### src/rtl/ctrl_flow_pkg.sv
// Shared encodings for the call/return unit: opcodes, fault codes and FSM states.
package ctrl_flow_pkg;

  localparam logic [1:0] OP_CALL = 2'b01;
  localparam logic [1:0] OP_RET  = 2'b10;

  localparam logic [1:0] FLT_NONE = 2'b00;
  localparam logic [1:0] FLT_OVF  = 2'b01;
  localparam logic [1:0] FLT_UNF  = 2'b10;
  localparam logic [1:0] FLT_ILL  = 2'b11;

  typedef enum logic [1:0] {
    ST_IDLE = 2'b00,
    ST_BUSY = 2'b01,
    ST_RESP = 2'b10
  } state_t;

endpackage

### src/rtl/call_stack_mem.sv
// DEPTH x DATA_W return-address LIFO with occupancy count and optional circular overwrite.
module call_stack_mem #(
  parameter int DEPTH  = 16,
  parameter int DATA_W = 19,
  parameter bit WRAP   = 1'b0,
  localparam int PTR_W = $clog2(DEPTH),
  localparam int CNT_W = PTR_W + 1
) (
  input  logic              clk,
  input  logic              rst_n,
  input  logic              push,
  input  logic              pop,
  input  logic [DATA_W-1:0] push_data,
  output logic [DATA_W-1:0] rd_data,
  output logic [CNT_W-1:0]  count,
  output logic              full,
  output logic              empty
);

  logic [DATA_W-1:0] mem [DEPTH];
  logic [PTR_W-1:0]  ptr_reg;
  logic [CNT_W-1:0]  count_reg;
  logic [DATA_W-1:0] rd_data_reg;
  logic              do_push;
  logic              do_pop;

  assign full    = (count_reg == CNT_W'(DEPTH));
  assign empty   = (count_reg == '0);
  assign do_push = push && (!full || WRAP);
  assign do_pop  = pop && !empty;

  // When full, ptr_reg points at the oldest entry, so a wrapping push overwrites it.
  always_ff @(posedge clk) begin
    if (do_push) begin
      mem[ptr_reg] <= push_data;
    end
  end

  // Registered top-of-stack read; ptr_reg is stable for a cycle before the pop uses it.
  always_ff @(posedge clk) begin
    rd_data_reg <= mem[ptr_reg - PTR_W'(1)];
  end

  always_ff @(posedge clk) begin
    if (!rst_n) begin
      ptr_reg   <= '0;
      count_reg <= '0;
    end else if (do_push) begin
      ptr_reg <= ptr_reg + PTR_W'(1);
      if (!full) begin
        count_reg <= count_reg + CNT_W'(1);
      end
    end else if (do_pop) begin
      ptr_reg   <= ptr_reg - PTR_W'(1);
      count_reg <= count_reg - CNT_W'(1);
    end
  end

  assign rd_data = rd_data_reg;
  assign count   = count_reg;

endmodule

### src/rtl/call_ret_unit.sv
// Sequential CALL/RET unit with hardware return stack; build with CALL_STACK_WRAP_EN
// to make a CALL on a full stack overwrite the oldest entry instead of faulting.
module call_ret_unit
  import ctrl_flow_pkg::*;
#(
  parameter int PC_W    = 19,
  parameter int SP_W    = 8,
  parameter int DEPTH   = 16,
  parameter int SP_INIT = 255,
  localparam int DW     = $clog2(DEPTH) + 1
) (
  input  logic            clk,
  input  logic            rst_n,
  input  logic            req_valid,
  output logic            req_ready,
  input  logic [1:0]      op,
  input  logic [PC_W-1:0] pc,
  input  logic [PC_W-1:0] addr,
  output logic            resp_valid,
  output logic [PC_W-1:0] new_pc,
  output logic [SP_W-1:0] new_sp,
  output logic [PC_W-1:0] stack_data,
  output logic            fault,
  output logic [1:0]      fault_code,
  output logic [DW-1:0]   depth
);

`ifdef CALL_STACK_WRAP_EN
  localparam bit WRAP_EN = 1'b1;
`else
  localparam bit WRAP_EN = 1'b0;
`endif

  state_t          state_reg;
  logic [1:0]      op_reg;
  logic [PC_W-1:0] pc_reg;
  logic [PC_W-1:0] addr_reg;
  logic            req_ready_reg;
  logic            resp_valid_reg;
  logic [PC_W-1:0] new_pc_reg;
  logic [SP_W-1:0] sp_reg;
  logic [PC_W-1:0] stack_data_reg;
  logic            fault_reg;
  logic [1:0]      fault_code_reg;

  logic [1:0]      flt_next;
  logic            stk_push;
  logic            stk_pop;
  logic [PC_W-1:0] ret_addr;
  logic [PC_W-1:0] stk_rd_data;
  logic [DW-1:0]   stk_count;
  logic            stk_full;
  logic            stk_empty;

  assign ret_addr = pc_reg + PC_W'(1);

  always_comb begin
    flt_next = FLT_NONE;
    if (op_reg == OP_CALL) begin
      if (stk_full && !WRAP_EN) begin
        flt_next = FLT_OVF;
      end
    end else if (op_reg == OP_RET) begin
      if (stk_empty) begin
        flt_next = FLT_UNF;
      end
    end else begin
      flt_next = FLT_ILL;
    end
  end

  assign stk_push = (state_reg == ST_BUSY) && (op_reg == OP_CALL) && (flt_next == FLT_NONE);
  assign stk_pop  = (state_reg == ST_BUSY) && (op_reg == OP_RET) && (flt_next == FLT_NONE);

  call_stack_mem #(
    .DEPTH (DEPTH),
    .DATA_W(PC_W),
    .WRAP  (WRAP_EN)
  ) u_stack (
    .clk      (clk),
    .rst_n    (rst_n),
    .push     (stk_push),
    .pop      (stk_pop),
    .push_data(ret_addr),
    .rd_data  (stk_rd_data),
    .count    (stk_count),
    .full     (stk_full),
    .empty    (stk_empty)
  );

  always_ff @(posedge clk) begin
    if (!rst_n) begin
      state_reg      <= ST_IDLE;
      op_reg         <= 2'b00;
      pc_reg         <= '0;
      addr_reg       <= '0;
      req_ready_reg  <= 1'b1;
      resp_valid_reg <= 1'b0;
      new_pc_reg     <= '0;
      sp_reg         <= SP_W'(SP_INIT);
      stack_data_reg <= '0;
      fault_reg      <= 1'b0;
      fault_code_reg <= FLT_NONE;
    end else begin
      case (state_reg)
        ST_IDLE: begin
          resp_valid_reg <= 1'b0;
          if (req_valid) begin
            op_reg        <= op;
            pc_reg        <= pc;
            addr_reg      <= addr;
            req_ready_reg <= 1'b0;
            state_reg     <= ST_BUSY;
          end
        end
        ST_BUSY: begin
          resp_valid_reg <= 1'b1;
          fault_code_reg <= flt_next;
          state_reg      <= ST_RESP;
          if (flt_next != FLT_NONE) begin
            new_pc_reg     <= pc_reg;
            stack_data_reg <= '0;
            fault_reg      <= 1'b1;
          end else if (op_reg == OP_CALL) begin
            new_pc_reg     <= addr_reg;
            stack_data_reg <= ret_addr;
            sp_reg         <= sp_reg - SP_W'(1);
            fault_reg      <= 1'b0;
          end else begin
            new_pc_reg     <= stk_rd_data;
            stack_data_reg <= stk_rd_data;
            sp_reg         <= sp_reg + SP_W'(1);
            fault_reg      <= 1'b0;
          end
        end
        ST_RESP: begin
          resp_valid_reg <= 1'b0;
          req_ready_reg  <= 1'b1;
          state_reg      <= ST_IDLE;
        end
        default: begin
          resp_valid_reg <= 1'b0;
          req_ready_reg  <= 1'b1;
          state_reg      <= ST_IDLE;
        end
      endcase
    end
  end

  assign req_ready  = req_ready_reg;
  assign resp_valid = resp_valid_reg;
  assign new_pc     = new_pc_reg;
  assign new_sp     = sp_reg;
  assign stack_data = stack_data_reg;
  assign fault      = fault_reg;
  assign fault_code = fault_code_reg;
  assign depth      = stk_count;

endmodule

### config.mk
export PLATFORM = sky130hd
export DESIGN_NAME = call_ret_unit
export DESIGN_NICKNAME = d
export VERILOG_FILES = /design/src/rtl/ctrl_flow_pkg.sv /design/src/rtl/call_stack_mem.sv /design/src/rtl/call_ret_unit.sv
export SDC_FILE = /design/constraint.sdc
export NUM_CORES = 1
export LEC_CHECK = 0
export ABC_CLOCK_PERIOD_IN_PS = 5000
export CORE_MARGIN = 1.5
export CORE_UTILIZATION = 40
export CTS_CLUSTER_SIZE = 8
export DETAILED_ROUTE_END_ITERATION = 10
export GPL_TIMING_DRIVEN = 0
export HOLD_SLACK_MARGIN = 0.02
export PLACE_DENSITY_LB_ADDON = 0.2
export RECOVER_POWER = 100
export SYNTH_ARGS = -nofsm -noshare
export SYNTH_HDL_FRONTEND = slang
export SYNTH_SLANG_ARGS = --single-unit
### constraint.sdc
create_clock -name clk -period 5 [get_ports clk]
set_input_delay 1 -clock clk [delete_from_list [all_inputs] [get_ports clk]]
set_output_delay 1 -clock clk [all_outputs]
set_load 0.005 [all_outputs]
* After elaboration in Yosys (flattened, before gate mapping)
Memory sizes are Yosys's and may differ from the RTL's. A register that Yosys moved wholly into a read port is not among the register bits.
Index checks and enable logic that the tools add are counted.
** Operators by class
- Add/subtract/negate cells :: 7
- Eq/ne operators :: 6
- Muxes and demuxes :: 22
- Bitwise gates (word level) :: 2
- Reductions and logical operators :: 17
** Operator list (count)
- 19-bit two-way mux :: 4
- 19-bit by 1-bit adder with 19-bit output (second input constant) :: 1
- 5-bit two-way mux :: 3
- 8-bit by 1-bit adder with 8-bit output (second input constant) :: 1
- 2-bit two-way mux :: 4
- 4-bit two-way mux :: 2
- 8-bit two-way mux :: 1
- 2-bit AND reduction :: 4
- 8-bit by 1-bit subtractor with 8-bit output (second input constant) :: 1
- 1-bit logical AND :: 6
- 1-bit two-way mux :: 6
- 5-bit by 1-bit adder with 5-bit output (second input constant) :: 1
- 5-bit == test (second input constant) :: 1
- 5-bit zero test :: 1
- 5-bit by 1-bit subtractor with 5-bit output (second input constant) :: 1
- 4-bit by 1-bit adder with 4-bit output (second input constant) :: 1
- 2-bit by 1-bit == test with 1-bit output (second input constant) :: 2
- 2-bit zero test :: 2
- 2-bit inequality test (second input constant) :: 2
- 2-bit one-hot mux with 2 select lines :: 1
- 2-bit nonzero test :: 2
- 4-bit by 1-bit subtractor with 4-bit output (second input constant) :: 1
- 2-bit == test (second input constant) :: 1
- 1-bit zero test :: 2
- 2 further kinds :: 3
** Word-level totals
- Bits in registers :: 102
- Bits in writable memories :: 304
- Output and inout bits :: 56
- Word-level logic and storage cells :: 68
- Memories :: 1
** Memories
- u_stack.mem :: depth 16, width 19, rd ports 1, clocked after memory_dff 1, write ports 1, line call_stack_mem.sv:20 : logic [DATA_W-1:0] mem [DEPTH];

* Depth between registers and ports, before layout
- Depth after elaboration :: 9
- Mapped depth :: 10

* Hierarchy
From an unflattened synthesis, not the netlist that was laid out.
** Second synthesis, totals
- Cells, all modules :: 1090
- Area total of the unflattened synthesis :: 16709.8 sq um
** Modules (own cells, without submodules)
- call_stack_mem :: instances 1, cells an instance 613, area each 12748.5 sq um
- call_ret_unit :: instances 1, cells an instance 477, area each 3961.3 sq um

* Least setup slack after synthesis
Ideal clock, no wire load.
- Path kind :: register to register
- Start :: reg u_stack.ptr_reg[0]
- End :: reg u_stack.rd_data_reg[10] (netlist: u_stack.rd_data[10]), read port of u_stack.mem
- Library setup time :: 0.134 ns
- Arrival time :: 2.847 ns
- Required time :: 4.866 ns
- Setup slack :: 2.019 ns
- Cell stages (with the launch flop) :: 10
- Cell sequence :: dfxtp_1 buf_4 clkbuf_1 inv_1 ha_1 clkbuf_1 buf_2 clkbuf_1 mux4_2 mux4_2
** On the way
- Longest elaborated chain between the ends :: 1
** RTL lines
- start: declaration :: line call_stack_mem.sv:21 : logic [PTR_W-1:0] ptr_reg;
- start signal: assignment :: line call_stack_mem.sv:49 : ptr_reg <= ptr_reg + PTR_W'(1);
- start signal: assignment :: line call_stack_mem.sv:54 : ptr_reg <= ptr_reg - PTR_W'(1);
- 4-bit by 1-bit subtractor with 4-bit output :: line call_stack_mem.sv:41 : rd_data_reg <= mem[ptr_reg - PTR_W'(1)];
- end: declaration :: line call_stack_mem.sv:23 : logic [DATA_W-1:0] rd_data_reg;
Every way passes these cells.
A chain may end at the register's enable or synchronous reset.

* Worst setup path after layout
- Start :: reg op_reg[0]
- End :: mem u_stack.mem[7][2], enable pin
** On the way
- Longest elaborated chain between the ends :: 8
** RTL lines
- start: declaration :: line call_ret_unit.sv:35 : logic [1:0] op_reg;
- start signal: assignment :: line call_ret_unit.sv:109 : op_reg <= op;
- 2-bit == test :: line call_ret_unit.sv:63 : end else if (op_reg == OP_RET) begin
- 2-bit two-way mux :: line call_ret_unit.sv:63
- 2-bit two-way mux :: line call_ret_unit.sv:59 : if (op_reg == OP_CALL) begin
- 2-bit zero test :: line call_ret_unit.sv:72 : assign stk_push = (state_reg == ST_BUSY) && (op_reg == OP_CALL) && (flt_next == FLT_NONE);
- 1-bit logical AND * :: line call_ret_unit.sv:72
- 1-bit logical AND * :: line call_stack_mem.sv:29 : assign do_push = push && (!full || WRAP);
- 1-bit two-way mux * :: line call_stack_mem.sv:34 : if (do_push) begin
- 1-bit two-way mux (implied by the code) * :: line call_stack_mem.sv:35 : mem[ptr_reg] <= push_data;
- end: declaration :: line call_stack_mem.sv:20
Every way passes the cells marked *; elsewhere a longest branch is shown, timed or not.

==> results.md <==
Status:
- The flow ran to the end, but the final reports show violations.
- The checks that failed: capacitance limit, slew limit.

Floorplanning:
- The die outline area is 0.0435 sq mm.
- The overall die width is 209 um.
- The core outline area is 0.0419 sq mm.
- The floorplan has 75 rows.
- The vertical extent of the die is 209 um.
- For this configuration, the core starts out at a cell density of 40.4%.
- The I/O pin count is 99.

Synthesis:
- The number of enable flip-flop cells after synthesis is 304.
- The synthesized netlist net count is 1144.
- The proportion of synthesized flip-flops having asynchronous set or reset is 0%.
- The count of different cell masters after synthesis is 65.
- In the post-synthesis netlist, the biggest area contributors are edfxtp_1 54%, dfxtp_1 14%, mux4_2 13%.
- Counting flops and latches in the post-synthesis netlist gives 425.
- The part of the Yosys area used for sequential elements is 68.4%.
- The post-synthesis area per instance is 15.6 sq um.
- The synthesized design spends more area on one cell type than any other, namely edfxtp_1.
- The Yosys warning count is 0.
- Summing every instance area after synthesis gives 0.0169 sq mm.
- For this run, the leading register cell type out of synthesis is edfxtp_1.
- In the synthesized netlist, the number of instances is 1084.
- The share of Yosys cell area claimed by the top area cell type is 54.0%.
- The commonest cells after synthesis are 304 x edfxtp_1, 167 x nand2_1, 121 x dfxtp_1.
- In the post-synthesis netlist, the cell with the most instances is edfxtp_1.

Route:
- Wires add up to 44.0 mm.
- The antenna violation net count after detailed routing is 0.
- The via total after detailed routing is 9802.
- The number of detailed-routing iterations run before antenna repair is 5.
- The number of DRC violations after detailed-routing iteration 0 is 651.
- The final routed DRC violation total is 0.
- Using the TritonRoute via totals, the vias-per-cell ratio works out to 5.42.
- The average wire per standard cell is 24.3 um.

STA:
- The maximum clock frequency is 0.217 GHz.
- The final-report hold violation count was 0.
- The final setup TNS is 0 ns.
- The slew at the pin closest to its max-slew limit is 1.59 ns.
- The clock period minus worst slack is 4.60 ns.
- The worst pin sits at a relative slew slack of -6.05%.
- The number of pins with negative max-slew slack in the final report came to 58.
- The final worst slack is 0.396 ns.
- The clock arrives with 0.0236 ns of skew.
- Of the available clock period, the critical path in the final layout requires 92.1%.
- Setup repair after global routing left no endpoint under its margin.
- The final setup violation count is 0.

Cells and area:
- Cells with a size suffix above 1 make up 15.4% of the layout.
- In the final design database the tool counted 1312 nets.
- The area taken by flip-flops and latches is 0.0116 sq mm.
- More flip-flops sit in one register than any other, and that register is u_stack.mem.
- The number of flip-flops under the largest register name is 304.
- The fill cell instance count of the final layout is 3574.
- Summing all multi-input logic gate instances after layout gives 0.00492 sq mm.
- The area added between synthesis and finish is 19.2%.
- The number of non-filler instances in the completed layout is 1808.
- The repair_antennas step left the layout with diodes totalling 0.
- After routing the design area is 0.0201 sq mm.

Setup path:
- STA classifies the critical path endpoint as a flop.
- Counting stages on the worst path, the most repeated cell is clkbuf_1.
- The arrival time at the worst endpoint is 4.80 ns.
- The slowest stage of the critical path belongs to the cell a211oi_1.
- The required time reported for the critical path endpoint is 5.20 ns.
- The critical path class is flop to flop.
- The signal on the critical path passes through nand2b_1, clkbuf_1, a211oi_1, nand2_1, nor2_1, clkbuf_1.
- The delay of the slowest critical-path stage is 1.25 ns.
- The worst setup path is launched from a flop.
- Along the worst path, the maximum fanout reaches 11.

CTS:
- The clock passes through at most 3 buffers.
- TritonCTS built the clock tree.
- The number of buffers created by CTS is 59.
- The H-tree depth is 2.
- The setup fix buffers added after clock tree synthesis is 0.
- The hold-fix buffer count after cts is 0.
- In this run, post-CTS repair resized a total of 0 instances.
- The clock-pin slew on the worst setup and hold paths is 0.05 ns.
- The buffer cell driving the clock tree root is clkbuf_16.
- Clock latency on the worst-skew pair, taken at its later pin, is 0.59 ns.
- The TritonCTS sink count is 425.

Global routing:
- The initial antenna violation count is 0.
- The number of global-route vias before repair is 10.1k.
- Global routing finished with a remaining overflow of 0.
- The pin count of the biggest net entering global routing is 20.
- The first global-routing pass estimated 65.2 mm of wire.
- The total routing usage reported by global routing is 20.4%.

Pwr:
- For this design the ratio of total power to cell area is 393 mW/mm^2.
- Of the total power, combinational logic draws 6.2%.
- In this run, flip-flops and latches consume 49.1% of the power.
- Across the VDD grid, the largest voltage drop is 0.249 mV.
- The power spent charging and discharging nets is 1.72 mW.
- The power share of the clock group is 44.7%.
- The analysis attributes to cell leakage a power of 6.72 nW.
- The share of total power consumed by net switching is 21.8%.
- Internal power comes to 6.18 mW.

Job:
- The count of maximum capacitance violations is 6.

Place:
- The placed instances occupy a cell area of 0.0188 sq mm.
- Including well taps, the total number of placed cells is 1730.
- The total of buffers placed on input and output ports is 98.
- The HPWL reported at the end of detailed placement is 28.8 mm.
- Routability-driven placement finished with a final weighted congestion of 0.876.
- The worst slack at placement is 0.396 ns.

Worst hold path:
- The tightest min-delay check is of the flop to flop type.
worst max-delay path: cells and delay by family (launching register included):
kind / cells / cell delay, ns
DFF: 1 / 0.44
and+or+nand+nor: 3 / 1.55
buffers and inverters: 2 / 0.97
AOI/OAI and AO/OA: 1 / 1.25
final timing paths:
kind / from / endpoint / slack (ns) / depth (start not counted)
max: op_reg[0]$_SDFFE_PN0P_ / u_stack.mem[7][2]$_DFFE_PP_ / 0.40 / 6
min: new_pc[17]$_SDFFE_PN0N_ / new_pc[17]$_SDFFE_PN0N_ / 0.45 / 2
max reg2reg: op_reg[0]$_SDFFE_PN0P_ / u_stack.mem[7][2]$_DFFE_PP_ / 0.40 / 6
min reg2reg: new_pc[17]$_SDFFE_PN0N_ / new_pc[17]$_SDFFE_PN0N_ / 0.45 / 2
through the flow:
step | total power, mW | util (%) | hold slack, ns
after floorplan | 4.24 | - | 0.434
after global placement | 4.45 | 44.3 | 0.443
after detailed placement | 4.45 | 44.8 | 0.449
after CTS | 7.99 | 48.7 | 0.456
after global routing | 8.16 | 48.1 | 0.476
final | 7.90 | 48.1 | 0.452
area by class of cell:
class                   count  share of cell area [%]
plain buffers              64                    1.47
inverters                  20                   0.373
clock inverters             2                   0.193
multi-input cells         575                    24.4
flip-flops and latches    425                    57.4
well taps                 539                    3.35
clock buffers              76                    7.76
repair buffers            107                    5.04
power by group through the flow:
stage               clock network, mW  registers [mW]  logic, mW
floorplan                           0            3.93      0.310
global placement                    0            3.95      0.499
detailed placement                  0            3.95      0.507
CTS                              3.60            3.88      0.509
global route                     3.74            3.88      0.537
finish                           3.53            3.88      0.493
layout by cell type, fill, tap and decap left out, types with 4 or more instances in the layout:
cell type / n
nor2_1: 33
nor3_1: 9
edfxtp_1: 304
dfxtp_1: 121
nor4_1: 4
o31ai_1: 4
a22oi_1: 4
ha_1: 15
nand3_1: 8
inv_1: 19
clkbuf_1: 71
a21boi_0: 22
buf_2: 8
xor2_1: 10
nand2_1: 168
o221ai_1: 5
dlygate4sd3_1: 57
o211ai_1: 6
o21ai_0: 17
nand2b_1: 6
mux4_2: 95
nor2_2: 11
a2bb2oi_1: 17
o21a_1: 7
clkbuf_16: 60
nand4_1: 6
xnor2_1: 16
clkdlybuf4s50_1: 41
a21oi_1: 70
kinds of logic after synthesis:
group                      after synthesis  synth area share, %
DFF                                    425                 68.4
and+or+nand+nor                        263                 6.77
AOI/OAI and AO/OA                      170                 6.72
muxes                                   97                 12.8
buffers and inverters                   84                 2.51
xor gates and xnor gates                28                 1.50
adders and majority gates               17                 1.35
layer usage:
metal | vias up | GRT usage, % | part of all wire, %
met4 | 0 | 5.97 | 2.2
met3 | 65 | 3.17 | 5.1
li1 | 4465 | - | -
met5 | - | 0 | 0
met1 | 4983 | 27.0 | 43
met2 | 289 | 34.9 | 49
(Power assumes the default switching activity.)
